===== config.mk =====
export PLATFORM = sky130hd
export DESIGN_NAME = adder_rr_arbiter
export DESIGN_NICKNAME = d
export VERILOG_FILES = /design/src/rtl/adder_rr_arbiter.sv
export SDC_FILE = /design/constraint.sdc
export NUM_CORES = 1
export LEC_CHECK = 0
export ABC_CLOCK_PERIOD_IN_PS = 2950
export BUFFER_PORTS_ARGS = -buffer_cell sky130_fd_sc_hd__buf_2
export CAP_MARGIN = 10
export CORE_AREA = 3 3 153 155
export DETAILED_ROUTE_END_ITERATION = 16
export DIE_AREA = 0 0 156 158
export PLACE_DENSITY = 0.61
export SYNTH_ARGS = -nofsm -noshare
export SYNTH_HDL_FRONTEND = slang
export SYNTH_SLANG_ARGS = --single-unit

===== constraint.sdc =====
create_clock -name clk -period 2.95 [get_ports clk]
set_input_delay 0.4425 -clock clk [delete_from_list [all_inputs] [get_ports clk]]
set_output_delay 0.4425 -clock clk [all_outputs]
set_load 0.05 [all_outputs]

===== src/rtl/adder_rr_arbiter.sv =====
`default_nettype none
// ============================================================================
// Module      : adder_rr_arbiter
// Description : Round-robin arbiter that shares a single external adder
//               between N_REQ requesters.
//
//               A three-state FSM runs the adder:
//                 IDLE : pick a winner and register its operands.
//                 CALC : capture the adder's sum.
//                 DONE : hold the result until the consumer accepts it.
//
//               The search for a winner starts at the round-robin pointer.
//               The pointer moves to the requester just after the winner
//               only when the consumer accepts that winner's result.
//
// Ports       : clk        - single clock, rising-edge active
//               rst        - synchronous, active-high reset
//               req        - per-requester add request (bit i = requester i)
//               op_a/op_b  - packed operands, slice i*WIDTH +: WIDTH
//               gnt        - one-cycle grant pulse, one-hot or zero
//               add_a/add_b- registered operands driven to the shared adder
//               add_sum    - combinational sum returned by the shared adder
//               res_valid  - result available
//               res_id     - requester that owns res_data
//               res_data   - captured sum
//               res_ready  - consumer accepts the result when high together
//                            with res_valid
//               busy       - high whenever the FSM is not in IDLE
//
// Revision    : 1.0 - initial release
// ============================================================================
module adder_rr_arbiter #(
    parameter int N_REQ = 4,
    parameter int WIDTH = 32
) (
    input  logic                       clk,
    input  logic                       rst,
    input  logic [N_REQ-1:0]           req,
    input  logic [N_REQ*WIDTH-1:0]     op_a,
    input  logic [N_REQ*WIDTH-1:0]     op_b,
    output logic [N_REQ-1:0]           gnt,
    output logic [WIDTH-1:0]           add_a,
    output logic [WIDTH-1:0]           add_b,
    input  logic [WIDTH-1:0]           add_sum,
    output logic                       res_valid,
    output logic [$clog2(N_REQ)-1:0]   res_id,
    output logic [WIDTH-1:0]           res_data,
    input  logic                       res_ready,
    output logic                       busy
);

    localparam int IDW = $clog2(N_REQ);

    typedef enum logic [1:0] {
        S_IDLE = 2'd0,
        S_CALC = 2'd1,
        S_DONE = 2'd2
    } state_t;

    // ------------------------------------------------------------------------
    // State
    // ------------------------------------------------------------------------
    state_t             state_q,     state_d;
    logic [IDW-1:0]     ptr_q,       ptr_d;
    logic [IDW-1:0]     winner_q,    winner_d;
    logic [N_REQ-1:0]   gnt_q,       gnt_d;
    logic [WIDTH-1:0]   add_a_q,     add_a_d;
    logic [WIDTH-1:0]   add_b_q,     add_b_d;
    logic               res_valid_q, res_valid_d;
    logic [IDW-1:0]     res_id_q,    res_id_d;
    logic [WIDTH-1:0]   res_data_q,  res_data_d;

    // ------------------------------------------------------------------------
    // Split the packed operand buses into per-requester arrays so the winner's
    // operands can be picked with a plain array index.
    // ------------------------------------------------------------------------
    logic [WIDTH-1:0] w_a_arr [N_REQ];
    logic [WIDTH-1:0] w_b_arr [N_REQ];

    generate
        for (genvar g = 0; g < N_REQ; g++) begin : g_unpack
            assign w_a_arr[g] = op_a[g*WIDTH +: WIDTH];
            assign w_b_arr[g] = op_b[g*WIDTH +: WIDTH];
        end
    endgenerate

    // ------------------------------------------------------------------------
    // Round-robin search.
    //
    // The candidates are checked in the order ptr, ptr+1, ... modulo N_REQ,
    // and the first requester with req set wins. The sum ptr+k is one bit
    // wider than ptr, so it cannot overflow before the single conditional
    // subtract that wraps it back into range. This works for any N_REQ,
    // including values that are not a power of two.
    // ------------------------------------------------------------------------
    logic           w_sel_found;
    logic [IDW-1:0] w_sel_idx;
    logic [IDW:0]   w_cand_sum;
    logic [IDW-1:0] w_cand;

    always_comb begin
        w_sel_found = 1'b0;
        w_sel_idx   = '0;
        w_cand_sum  = '0;
        w_cand      = '0;
        for (int k = 0; k < N_REQ; k++) begin
            w_cand_sum = {1'b0, ptr_q} + (IDW+1)'(k);
            if (w_cand_sum >= (IDW+1)'(N_REQ)) begin
                w_cand_sum = w_cand_sum - (IDW+1)'(N_REQ);
            end
            w_cand = w_cand_sum[IDW-1:0];
            if (!w_sel_found && req[w_cand]) begin
                w_sel_found = 1'b1;
                w_sel_idx   = w_cand;
            end
        end
    end

    // Pointer value to load when the current winner's result is accepted.
    logic [IDW-1:0] w_ptr_next;

    always_comb begin
        if (winner_q == IDW'(N_REQ-1)) begin
            w_ptr_next = '0;
        end else begin
            w_ptr_next = winner_q + IDW'(1);
        end
    end

    // ------------------------------------------------------------------------
    // Next-state and output logic.
    //
    // gnt defaults to zero, so it is high only in the cycle right after an
    // IDLE selection. Every other register holds its value unless a state
    // explicitly updates it, which keeps add_a/add_b and the result stable
    // while the FSM waits in DONE.
    // ------------------------------------------------------------------------
    always_comb begin
        state_d     = state_q;
        ptr_d       = ptr_q;
        winner_d    = winner_q;
        gnt_d       = '0;
        add_a_d     = add_a_q;
        add_b_d     = add_b_q;
        res_valid_d = res_valid_q;
        res_id_d    = res_id_q;
        res_data_d  = res_data_q;

        case (state_q)
            S_IDLE: begin
                if (w_sel_found) begin
                    add_a_d            = w_a_arr[w_sel_idx];
                    add_b_d            = w_b_arr[w_sel_idx];
                    gnt_d[w_sel_idx]   = 1'b1;
                    winner_d           = w_sel_idx;
                    state_d            = S_CALC;
                end
            end

            S_CALC: begin
                // add_a/add_b have been stable for a full cycle, so the
                // external adder's combinational sum is settled here.
                res_data_d  = add_sum;
                res_id_d    = winner_q;
                res_valid_d = 1'b1;
                state_d     = S_DONE;
            end

            S_DONE: begin
                // res_valid is always high in DONE, so res_ready alone
                // completes the handshake.
                if (res_ready) begin
                    res_valid_d = 1'b0;
                    ptr_d       = w_ptr_next;
                    state_d     = S_IDLE;
                end
            end

            default: begin
                state_d = S_IDLE;
            end
        endcase
    end

    // ------------------------------------------------------------------------
    // State registers. Reset overrides every other input, which also discards
    // a result that is still in CALC or DONE.
    // ------------------------------------------------------------------------
    always_ff @(posedge clk) begin
        if (rst) begin
            state_q     <= S_IDLE;
            ptr_q       <= '0;
            winner_q    <= '0;
            gnt_q       <= '0;
            add_a_q     <= '0;
            add_b_q     <= '0;
            res_valid_q <= 1'b0;
            res_id_q    <= '0;
            res_data_q  <= '0;
        end else begin
            state_q     <= state_d;
            ptr_q       <= ptr_d;
            winner_q    <= winner_d;
            gnt_q       <= gnt_d;
            add_a_q     <= add_a_d;
            add_b_q     <= add_b_d;
            res_valid_q <= res_valid_d;
            res_id_q    <= res_id_d;
            res_data_q  <= res_data_d;
        end
    end

    // ------------------------------------------------------------------------
    // Outputs
    // ------------------------------------------------------------------------
    assign gnt       = gnt_q;
    assign add_a     = add_a_q;
    assign add_b     = add_b_q;
    assign res_valid = res_valid_q;
    assign res_id    = res_id_q;
    assign res_data  = res_data_q;
    assign busy      = (state_q != S_IDLE);

endmodule
`default_nettype wire


==> results.sh, run 1 <==
export IMPL_synth_area_leader_cell="dfxtp_1"
export IMPL_cts_tree="yes"
export IMPL_yosysWarnings=0
export IMPL_max_stage_delay_ns=0.67
export IMPL_finalInstanceArea_um2=8600
export IMPL_syn_mean_instance_area_um2=7.96
export IMPL_critPathTopFamily="compound AO/OA/AOI/OAI gates"
export IMPL_fp_coreArea_um2=22000
export IMPL_firstDrtPassIters=5
export IMPL_tns_ns=0
export IMPL_drt_wl_total_mm=24.2
export IMPL_cts_root_buf="clkbuf_16"
export IMPL_relSlewSlack=0.297
export IMPL_arrival_ns=2.35
export IMPL_ys_flop_type="dfxtp_1"
export IMPL_avgViaCountPerCell=4.95
export IMPL_grt_antenna_before_repair=1
export IMPL_placed_area_um2=8290
export IMPL_placedCellCount=1392
export IMPL_synth_top_area_share=0.355
export IMPL_status="finished clean"
export IMPL_grt_max_degree=86
export IMPL_rsz0062_at_grt="false"
export IMPL_internal_power_mw=2.91
export IMPL_min_path_type="in2reg"
export IMPL_slowest_stage="dfxtp_1"
export IMPL_switching_share=0.428
export IMPL_critPathKind="reg2reg"
export IMPL_ctsResizeCount=0
export IMPL_synth_area_top_cells="dfxtp_1, mux2i_1, nand2_1"
export IMPL_gr_total_overflow=0
export IMPL_vdd_drop_max_mv=0.240
export IMPL_rows=54
export IMPL_hold_viol_final=0
export IMPL_hpwlAfterDp_mm=17.9
export IMPL_synth_cells=773
export IMPL_boundaryPins=399
export IMPL_yosysUniqueCellTypes=40
export IMPL_grt_pass1_vias=6574
export IMPL_synth_seq_cells=109
export IMPL_die_area_um2=24600
export IMPL_hold_end="res_data[16]"
export IMPL_grt_usage=0.182
export IMPL_vias=6980
export IMPL_pwr_density_cell_nw_per_um2=590
export IMPL_critical_path_buf_inv_count=1
export IMPL_crit_start="ptr_q[1]"
export IMPL_holdPathStages=3
export IMPL_cp_required_ns=3.18
export IMPL_period_share=0.720
export IMPL_drive_gt1_frac=0.392
export IMPL_die_h_um=158
export IMPL_critPathMaxFanout=30
export IMPL_nNetsFinal=1419
export IMPL_cts_hold_buf=0
export IMPL_p_comb_frac=0.395
export IMPL_r2r_end="add_b[6]"
export IMPL_p_sw_mw=2.17
export IMPL_end_kind="flip-flop"
export IMPL_instances_no_fill=1410
export IMPL_setup_viol=0
export IMPL_power_mw=5.08
export IMPL_maxCapViolCount=0
export IMPL_postCtsSetupRepairBufs=0
export IMPL_io_buffers=398
export IMPL_synth_seq_area_share=0.355
export IMPL_max_clock_freq_mhz=471
export IMPL_r2r_start="ptr_q[1]"
export IMPL_cts_reportedPaths_clkPinSlew_ns=0.09
export IMPL_start_util=0.280
export IMPL_drt_iter0_markers=357
export IMPL_fillerInstances=2263
export IMPL_clock_power_share=0.254
export IMPL_syn2layout_area_growth_pct=39.8
export IMPL_die_w_um=156
export IMPL_async_flop_share=0
export IMPL_ctsLongestPathBuffers=2
export IMPL_fin_crit_ns=2.13
export IMPL_grt_pass1_wl_mm=35.7
export IMPL_critPathLaunchType="flip-flop"
export IMPL_hp_start="add_sum[16]"
export IMPL_tightest_slew_ns=1.05
export IMPL_wl_per_cell_um=17.2
export IMPL_synth_edf_count=0
export IMPL_synth_nets=1069
export IMPL_worstPathCellList="a21oi_1, o211a_1, buf_4, a221o_1, nand2_1, o21ai_0"
export IMPL_route_detailed_drc=0
export IMPL_cts_sinks=109
export IMPL_routabilityCongestion=0.845
export IMPL_seqPwrFrac=0.351
export IMPL_layout_commonest_cell="buf_2"
export IMPL_slew_violations=0
export IMPL_cts_buffers=9
export IMPL_worst_r2r_path_depth=6
export IMPL_clk_latency_ns=0.36
export IMPL_syn_area_um2=6150
export IMPL_layout_common_cells="buf_2, nand2_1, dfxtp_1"
export IMPL_skew_ns=0.0163
export IMPL_drtAntennaViolNets=0
export IMPL_r2r_slack_ns=0.82
export IMPL_cts_max_level=3
export IMPL_p_leak_nw=4.14
-- tightest hold or removal path, cell delays in order --
cell	delay, ns
buf_2	0.09
nand2_1	0.04
a21oi_1	0.05
-- worst max path at each step --
stage / endpoint / depth (start not counted)
2_1_floorplan: add_a[1] / 8
3_3_place_gp: gnt[3] / 6
3_5_place_dp: add_a[14] / 6
4_1_cts: add_b[6] / 5
5_1_grt: add_b[23] / 6
6_report: add_b[6] / 6
-- layout make-up --
| class | count | area, µm² | area share |
|---|---|---|---|
| multi-input cells | 548 | 3440 | 0.400 |
| clock inverters | 7 | 86.3 | 0.0100 |
| inverters | 41 | 154 | 0.0179 |
| clock buffers | 9 | 225 | 0.0262 |
| diodes | 2 | 5.00 | 0.000582 |
| well taps | 280 | 350 | 0.0407 |
| repair buffers | 414 | 2160 | 0.251 |
| flip-flops and latches | 109 | 2180 | 0.254 |
-- power groups by stage --
stage | Sequential (mW) | Clock [mW] | Combinational [mW]
after floorplan | 2.47 | 0 | 0.765
after global placement | 1.81 | 0 | 2.02
after detailed placement | 1.81 | 0 | 2.03
after CTS | 1.78 | 1.35 | 2.03
after global routing | 1.81 | 1.40 | 2.17
final | 1.78 | 1.29 | 2.00
-- logic make-up after synthesis --
logic type               after synthesis  share of synthesized area
AO/OA/AOI/OAI                        272                      0.294
adder cells (fa/ha/maj)                1                    0.00203
buffers and inverters                116                     0.0917
flip-flops                           109                      0.355
multiplexers                          65                      0.106
AND/OR/NAND/NOR                      210                      0.152
-- metal layers --
metal | GRT usage | vias up | wire, µm
li1 | - | 3498 | -
met1 | 0.221 | 3124 | 9810
met2 | 0.319 | 331 | 11900
met3 | 0.0440 | 27 | 2050
met4 | 0.0534 | 0 | 470
met5 | 0 | - | 0
-- synthesized netlist by cell type (all sizes together), types with 2 or more instances --
master,count
o21bai,2
and3,37
a21oi,78
a221oi,27
inv,40
buf,41
and2,3
clkbuf,34
dfxtp,109
nand2,144
nor2b,4
o211ai,27
nand2b,4
nor2,10
mux2i,65
a221o,37
nor3,3
o21ai,67
o22ai,27
-- sequential cells by signal, summed over array words and instances, names as in the netlist --
name and flops:
add_a 32, add_b 32, res_data 32, gnt 4, ptr_q 2, res_id 2
state_q 2, winner_q 2, res_valid 1
-- through the flow --
stage           util  hold slack (ns)  setup slack, ns
2_1_floorplan      -            0.449             1.19
3_3_place_gp   0.377            0.440            0.809
3_5_place_dp   0.377            0.445            0.767
4_1_cts        0.392            0.293            0.792
5_1_grt        0.392            0.302            0.639
6_report       0.392            0.314            0.825
Power figures use the tool's default switching activity.
==> run 2, diff against run 1 <==
Settings changed: ABC_CLOCK_PERIOD_IN_PS 2950 to 2200, CORE_AREA 3 3 153 155 to 3 3 156 158, DIE_AREA 0 0 156 158 to 0 0 159 161, PLACE_DENSITY 0.61 to 0.59.
Clock period 2.95 ns to 2.2 ns, I/O delays scaled along.
==> results.sh, run 2 (same netlist as run 1, synthesis figures left out) <==
export IMPL_status="finished clean"
export IMPL_maxCapViolCount=0
export IMPL_arrival_ns=2.27
export IMPL_finalInstanceArea_um2=8760
export IMPL_die_w_um=159
export IMPL_firstDrtPassIters=4
export IMPL_vdd_drop_max_mv=0.339
export IMPL_cts_tree="yes"
export IMPL_crit_start="state_q[1]"
export IMPL_r2r_end="add_b[8]"
export IMPL_skew_ns=0.00762
export IMPL_ctsResizeCount=0
export IMPL_ctsLongestPathBuffers=2
export IMPL_grt_usage=0.176
export IMPL_fin_hold_ws_ns=0.199
export IMPL_fp_coreArea_um2=23300
export IMPL_end_kind="flip-flop"
export IMPL_fillerInstances=2477
export IMPL_p_leak_nw=4.20
export IMPL_postCtsSetupRepairBufs=0
export IMPL_gr_total_overflow=0
export IMPL_grt_max_degree=71
export IMPL_syn2layout_area_growth_pct=42.4
export IMPL_pwr_density_cell_nw_per_um2=779
export IMPL_setup_viol=0
export IMPL_endpoint="add_b[8]"
export IMPL_fin_crit_ns=1.99
export IMPL_switching_share=0.426
export IMPL_layout_commonest_cell="buf_2"
export IMPL_drtAntennaViolNets=0
export IMPL_internal_power_mw=3.92
export IMPL_hpwlAfterDp_mm=17.7
export IMPL_critPathMaxFanout=27
export IMPL_slew_violations=0
export IMPL_io_buffers=398
export IMPL_cts_hold_buf=0
export IMPL_wl_per_cell_um=16.3
export IMPL_cts_buffers=9
export IMPL_multi_input_area_um2=3440
export IMPL_clock_power_share=0.249
export IMPL_tns_ns=0
export IMPL_tightest_slew_ns=1.15
export IMPL_cts_root_buf="clkbuf_16"
export IMPL_p_sw_mw=2.91
export IMPL_seqPwrFrac=0.350
export IMPL_critPathKind="reg2reg"
export IMPL_min_path_type="in2reg"
export IMPL_max_clock_freq_mhz=503
export IMPL_r2r_slack_ns=0.21
export IMPL_nNetsFinal=1428
export IMPL_relSlewSlack=0.230
export IMPL_rsz0062_at_grt="false"
export IMPL_start_util=0.265
export IMPL_die_area_um2=25600
export IMPL_avgViaCountPerCell=4.81
export IMPL_layout_common_cells="buf_2, nand2_1, dfxtp_1"
export IMPL_seq_area_um2=2180
export IMPL_clk_latency_ns=0.36
export IMPL_drive_gt1_frac=0.397
export IMPL_critPathLaunchType="flip-flop"
export IMPL_period_share=0.904
export IMPL_cts_max_level=3
export IMPL_hold_viol_final=0
export IMPL_cts_reportedPaths_clkPinSlew_ns=0.09
export IMPL_routabilityCongestion=0.815
export IMPL_grt_pass1_vias=6645
export IMPL_rows=56
export IMPL_route_detailed_drc=0
export IMPL_grt_pass1_wl_mm=36.5
export IMPL_r2r_start="state_q[1]"
export IMPL_power_mw=6.82
export IMPL_vias=7018
export IMPL_drt_wl_total_mm=23.8
export IMPL_boundaryPins=399
export IMPL_placed_area_um2=8450
export IMPL_drt_iter0_markers=333
export IMPL_p_comb_frac=0.401
export IMPL_die_h_um=161
export IMPL_cts_sinks=109
export IMPL_grt_antenna_before_repair=2
export IMPL_cp_required_ns=2.48
export IMPL_worst_r2r_path_depth=5
## run 2: cell count changes in the layout (fill, tap and decap cells not counted), sizes merged
cell,previous run,this run
inv,44,43
clkinvlp,0,1
buf,414,422
nor2,10,11
## run 2: power by group through the flow
stage / combinational, mW / clock (mW) / sequential (mW)
floorplan: 1.03 / 0 / 3.31
global placement: 2.74 / 0 / 2.43
detailed placement: 2.76 / 0 / 2.43
CTS: 2.76 / 1.80 / 2.39
global route: 2.96 / 1.85 / 2.43
finish: 2.73 / 1.70 / 2.39
## run 2: worst min path at each step
stage / from / depth (start not counted) / endpoint / slack (ns)
after floorplan: winner_q[1] / 2 / res_id[1] / 0.45
after global placement: res_data[20] / 2 / res_data[20] / 0.44
after detailed placement: res_data[10] / 2 / res_data[10] / 0.45
after CTS: add_sum[23] / 3 / res_data[23] / 0.18
after global routing: add_sum[15] / 3 / res_data[15] / 0.18
final: add_sum[23] / 3 / res_data[23] / 0.20
## run 2: layout make-up
| cell class | count | share of cell area |
|---|---|---|
| Multi-Input combinational cell | 549 | 0.393 |
| Inverter | 41 | 0.0176 |
| Antenna cell | 2 | 0.000571 |
| Clock inverter | 7 | 0.00914 |
| Clock buffer | 9 | 0.0257 |
| Tap cell | 319 | 0.0456 |
| Timing Repair Buffer | 422 | 0.259 |
| Sequential cell | 109 | 0.249 |
## run 2: routing by layer
| layer | routed length [µm] | GRT usage | part of all wire | up-vias |
|---|---|---|---|---|
| li1 | - | - | - | 3520 |
| met1 | 10200 | 0.221 | 0.43 | 3199 |
| met2 | 11500 | 0.301 | 0.48 | 273 |
| met3 | 1630 | 0.0462 | 0.069 | 26 |
| met4 | 474 | 0.0509 | 0.020 | 0 |
| met5 | 0 | 0 | 0 | - |
## run 2: worst max-delay path: stages, from the launching register on
cell and delay (ns):
dfxtp_1 0.34, nor2_1 0.15, inv_1 0.14, nor2_2 0.89, o21ai_0 0.17, o22ai_1 0.21
## run 2: per-stage QoR
step | worst slack (ns) | instances | util
6_report | 0.210 | 1458 | 0.377
2_1_floorplan | 0.524 | 773 | -
5_1_grt | 0.0418 | 1458 | 0.377
3_5_place_dp | 0.175 | 1439 | 0.363
3_3_place_gp | 0.216 | 1439 | 0.363
4_1_cts | 0.265 | 1455 | 0.376
